`src/rtl/mpu_operand_skewer.sv`:
```
// Operand skewer feeding the NxN int8 systolic array.
// Accepts one k-beat (A column, B row) per handshake, skews lane i by i+2
// register stages, and sequences acc clear / drain / result_valid per job.

// One skew lane: DEPTH-deep shift register; zeros enter on idle cycles.
module mpu_skew_lane #(
  parameter int W     = 16,
  parameter int DEPTH = 2
) (
  input  logic         clk,
  input  logic         rst,
  input  logic [W-1:0] d,
  output logic [W-1:0] q
);
  logic [DEPTH-1:0][W-1:0] sr;

  // Shift the lane one stage per clock.
  always_ff @(posedge clk or negedge rst) begin
    if (!rst) begin
      sr <= '0;
    end else begin
      sr[0] <= d;
      for (int s = 1; s < DEPTH; s++) sr[s] <= sr[s-1];
    end
  end

  assign q = sr[DEPTH-1];
endmodule

module mpu_operand_skewer #(
  parameter  int N     = 8,
  parameter  int DW    = 8,
  parameter  int K_MAX = 8,
  localparam int KW    = $clog2(K_MAX+1)
) (
  input  logic                 clk,
  input  logic                 rst,
  input  logic                 in_valid,
  output logic                 in_ready,
  input  logic                 in_last,
  input  logic [N-1:0][DW-1:0] in_a,
  input  logic [N-1:0][DW-1:0] in_b,
  output logic [N-1:0][DW-1:0] a_out,
  output logic [N-1:0][DW-1:0] b_out,
  output logic                 acc_clr,
  output logic                 busy,
  output logic                 result_valid,
  output logic [KW-1:0]        k_cnt
);
  // Drain covers lane N-1 skew, N-1 PE hops and the final accumulate.
  localparam int DCW = $clog2(2*N+2);
  localparam logic [DCW-1:0] DRAIN_LOAD = DCW'(2*N+1);

  typedef enum logic [1:0] {IDLE, STREAM, DRAIN} state_t;

  state_t                     state_q, state_d;
  logic [DCW-1:0]             dcnt_q, dcnt_d;
  logic [KW-1:0]              k_d, k_inc;
  logic                       clr_d;
  logic                       accept;
  logic [N-1:0][2*DW-1:0]     lane_d, lane_q;

  assign in_ready     = rst && (state_q != DRAIN);
  assign accept       = in_valid && in_ready;
  assign busy         = (state_q != IDLE);
  assign result_valid = (state_q == DRAIN) && (dcnt_q == '0);
  assign k_inc        = k_cnt + KW'(1);

  // Accepted beats enter the lanes; anything else injects a zero bubble.
  always_comb begin
    lane_d = '0;
    for (int i = 0; i < N; i++)
      if (accept) lane_d[i] = {in_a[i], in_b[i]};
  end

  genvar gi;
  generate
    for (gi = 0; gi < N; gi++) begin : g_lane
      mpu_skew_lane #(.W(2*DW), .DEPTH(gi+2)) u_lane (
        .clk (clk),
        .rst (rst),
        .d   (lane_d[gi]),
        .q   (lane_q[gi])
      );
      assign a_out[gi] = lane_q[gi][2*DW-1:DW];
      assign b_out[gi] = lane_q[gi][DW-1:0];
    end
  endgenerate

  // Job sequencing: next state, drain counter, beat count, clear pulse.
  always_comb begin
    state_d = state_q;
    dcnt_d  = dcnt_q;
    k_d     = k_cnt;
    clr_d   = 1'b0;
    unique case (state_q)
      IDLE: if (accept) begin
        k_d   = KW'(1);
        clr_d = 1'b1;
        if (in_last || (K_MAX == 1)) begin
          state_d = DRAIN;
          dcnt_d  = DRAIN_LOAD;
        end else begin
          state_d = STREAM;
        end
      end
      STREAM: if (accept) begin
        k_d = k_inc;
        if (in_last || (k_inc == KW'(K_MAX))) begin
          state_d = DRAIN;
          dcnt_d  = DRAIN_LOAD;
        end
      end
      DRAIN: begin
        if (dcnt_q == '0) state_d = IDLE;
        else              dcnt_d  = dcnt_q - DCW'(1);
      end
      default: state_d = IDLE;
    endcase
  end

  // Control state registers.
  always_ff @(posedge clk or negedge rst) begin
    if (!rst) begin
      state_q <= IDLE;
      dcnt_q  <= '0;
      k_cnt   <= '0;
      acc_clr <= 1'b0;
    end else begin
      state_q <= state_d;
      dcnt_q  <= dcnt_d;
      k_cnt   <= k_d;
      acc_clr <= clr_d;
    end
  end
endmodule

```
`config.mk`:
```
export PLATFORM = sky130hd
export DESIGN_NAME = mpu_operand_skewer
export DESIGN_NICKNAME = d
export VERILOG_FILES = /design/src/rtl/mpu_operand_skewer.sv
export SDC_FILE = /design/constraint.sdc
export NUM_CORES = 1
export LEC_CHECK = 0
export BUFFER_PORTS_ARGS = -buffer_cell sky130_fd_sc_hd__buf_4
export CAP_MARGIN = 20
export CELL_PAD_IN_SITES_DETAIL_PLACEMENT = 2
export CELL_PAD_IN_SITES_GLOBAL_PLACEMENT = 2
export CORE_MARGIN = 2
export CORE_UTILIZATION = 30
export CTS_BUF_LIST = sky130_fd_sc_hd__clkbuf_8
export DETAILED_ROUTE_END_ITERATION = 7
export PLACE_DENSITY = 0.6
export SYNTH_ARGS = -nofsm -noshare
export SYNTH_HDL_FRONTEND = slang
export SYNTH_SLANG_ARGS = --single-unit
export TNS_END_PERCENT = 5
```
`constraint.sdc`:
```
create_clock -name clk -period 4.5 [get_ports clk]
set_input_delay 0.225 -clock clk [delete_from_list [all_inputs] [get_ports clk]]
set_output_delay 0.225 -clock clk [all_outputs]
set_load 0.02 [all_outputs]
```
==> out/results.tsv <==
metric	value	unit
outcome	finished, final reports clean	
GRT Max-Usage Layer	met2	
layout cells sized above 1	0.313	
Max transition margin	0.372	
Synth top cells by count	716 x dfrtp_1, 129 x and2_1, 128 x buf_4	
clk_lat worst skew	0.71	ns
clock skew	0.0445	ns
total wire length	38.2	mm
# rows	94	
# DRC	0	
number of global-route vias before repair	10900	
first-pass GRT wire length	61.2	mm
Area growth, synth to finish	31.1	%
Die Wd	263	µm
Post-Route Setup TNS	0	ns
post-cts resize count	0	
max-slew violation count	0	
Synth Instances	1046	
dominant cell by count in the synthesized netlist	dfrtp_1	
post-synthesis mux area share	0.00230	
met3 GRT Util	0.0369	
initial core utilization	0.305	
cell taking the most area after synthesis	dfrtp_1	
Tmin final	2.55	ns
maxcap violations	0	
Cell Area, Synth	20100	µm²
nets@finish	1563	
Hold Fails Final Rpt	0	
worst path arrival time	2.33	ns
routability congestion estimate	0.710	
DPL Wire Length	21.9	mm
Setup crit end kind	primary output	
drt first pass iters	3	
largest family of logic cells by synthesized area	buffers and inverters	
Post-CTS Setup Bufs	0	
top_reg_cell synth	dfrtp_1	
simple logic cell fraction of the synthesized area	0.0491	
Synth Net Count	1181	
cts bufs inserted	117	
Core Box Area	66100	µm²
RSZ-0062 raised after global routing	false	
share of the synthesized area in the top cell type	0.890	
Seq/Total Area, Yosys	0.890	
Synth Area in Adders	0.00186	
critical path type	reg -> out	
synth top area cells	dfrtp_1 89%, buf_4 4.8%, and2_1 4.0%	
count of final setup violators	0	
vias per cell	3.78	
clock root buffer	clkbuf_8	
Yosys reg bits	716	
Warnings, synthesis	0	
Clock Path Buffers	3	
Max Freq	0.392	GHz
maximum number of pins on one net before global-route repair	183	
CTS tree	built	
number of synthesized flops with an enable pin	0	
1st-iter DRT viols	395	
Syn Area/Cell	19.2	µm²
Routed WL per cell	16.0	µm
Clock transition at path regs	0.06	ns
Worst R2R Start	state_q[0]	
initial antenna violation count	6	
number of clock sinks	716	
leakage power total	0.0137	µW
cells on worst reg2reg path	4	
Overflow after GRT	0	
Post-Synth XOR/XNOR Area	0.000435	
Compound-Gate Fraction of Synth Area	0.00510	
routed vias	9045	
die area	69200	µm²
Crit Path Max Fanout	4	
placed cell count	2041	
reg2reg setup slack	2.22	ns
Buffers on Ports	267	
Slew @ Worst Pin	0.942	ns
Antenna Nets Post-Route	0	
htree depth	3	
post-synthesis cell type count	33	
cell area power density	549	nW/µm²
ys async rst share	1.00	
CP Launch Type	flop	
GRT Total Usage	0.114	
Hold Crit Class	in -> async	
final non-filler cell total	2393	
RR Endpoint	g_lane[4].u_lane.sr[8]	
met2 Use GR	0.196	
Final period util	0.567	
Ports	268	
Critical Path RT	4.28	ns
peak supply drop	0.000215	V
Die Ht	263	µm
M1 GR Usage	0.126	
cells in the final DEF (no fill, tap or decap), drive strengths merged, types with 2 or more instances in the layout:
| cell type | count |
|---|---|
| a21oi | 4 |
| and2 | 130 |
| buf | 274 |
| bufinv | 7 |
| clkbuf | 163 |
| clkinv | 16 |
| clkinvlp | 2 |
| dfrtp | 716 |
| diode | 3 |
| dlygate4sd3 | 132 |
| ha | 3 |
| inv | 32 |
| mux2 | 2 |
| mux2i | 2 |
| nand2 | 11 |
| nand3 | 5 |
| nand3b | 2 |
| nor2 | 8 |
| o21ai | 3 |
cells by family (layout without fill, tap and decap cells):
family	Yosys count	count (layout)
xor+xnor	1	1
compound gates	13	13
other cells	0	3
mux	4	4
flops	716	716
simple gates	163	163
buf+inv	146	626
fa+ha+maj	3	3
state kept, by name, summed over array words and instances (netlist names):
register,flops
state_q,2
g_lane.u_lane.sr,576
acc_clr,1
k_cnt,4
g_lane.u_lane.q,128
dcnt_q,5
worst max path at each step:
stage | startpoint | to | slack (ns) | cells after the start
after floorplan | dcnt_q[0] | dcnt_q[1] | 2.75 | 6
after global placement | rst | g_lane[6].u_lane.sr[8] | 1.95 | 5
after detailed placement | rst | g_lane[6].u_lane.sr[3] | 1.81 | 5
after CTS | dcnt_q[0] | result_valid | 1.79 | 5
after global routing | dcnt_q[0] | result_valid | 1.81 | 5
final | dcnt_q[0] | result_valid | 1.95 | 5
what timing repair did:
action,in CTS,in global routing
hold buffers,132,0
endpoints found under the hold margin,200,0
setup endpoints to repair,0,0
power by group:
| group | switching, µW | internal (µW) |
|---|---|---|
| logic | 567 | 444 |
| clock network | 2610 | 3660 |
| registers | 206 | 7010 |
critical path, cell delays in order (launching register included):
cell and delay (ns):
dfrtp_1 0.41, inv_1 0.10, ha_1 0.14, or4b_4 0.50
nor2_1 0.26, buf_4 0.21
through the flow:
step / util / setup WS, ns / hold slack (ns) / instance area (µm²) / total power [µW]
finish: 0.399 / 1.95 / 0.0520 / 26400 / 14500
global route: 0.399 / 1.81 / 0.0503 / 26400 / 15200
CTS: 0.399 / 1.79 / 0.00476 / 26400 / 14800
detailed placement: 0.338 / 1.81 / 0.236 / 22300 / 8270
global placement: 0.338 / 1.95 / 0.219 / 22300 / 8190
floorplan: - / 2.75 / -0.0706 / 20100 / 7790
metal layers:
metal	share of wire	up-vias
li1	-	3901
met2	0.52	236
met5	0.0011	-
met3	0.059	100
met4	0.037	8
met1	0.38	4800
area by class of cell:
cell class                      instances  area (µm²)
Antenna cell                            3        7.51
Timing Repair Buffer                  406        3440
Tap cell                              864        1080
Clock buffer                          163        2240
Fill cell                            6280       39700
Clock inverter                         54         503
Sequential cell                       716       17900
Inverter                                3        11.3
Multi-Input combinational cell        184        1190
(Power assumes the default switching activity.)
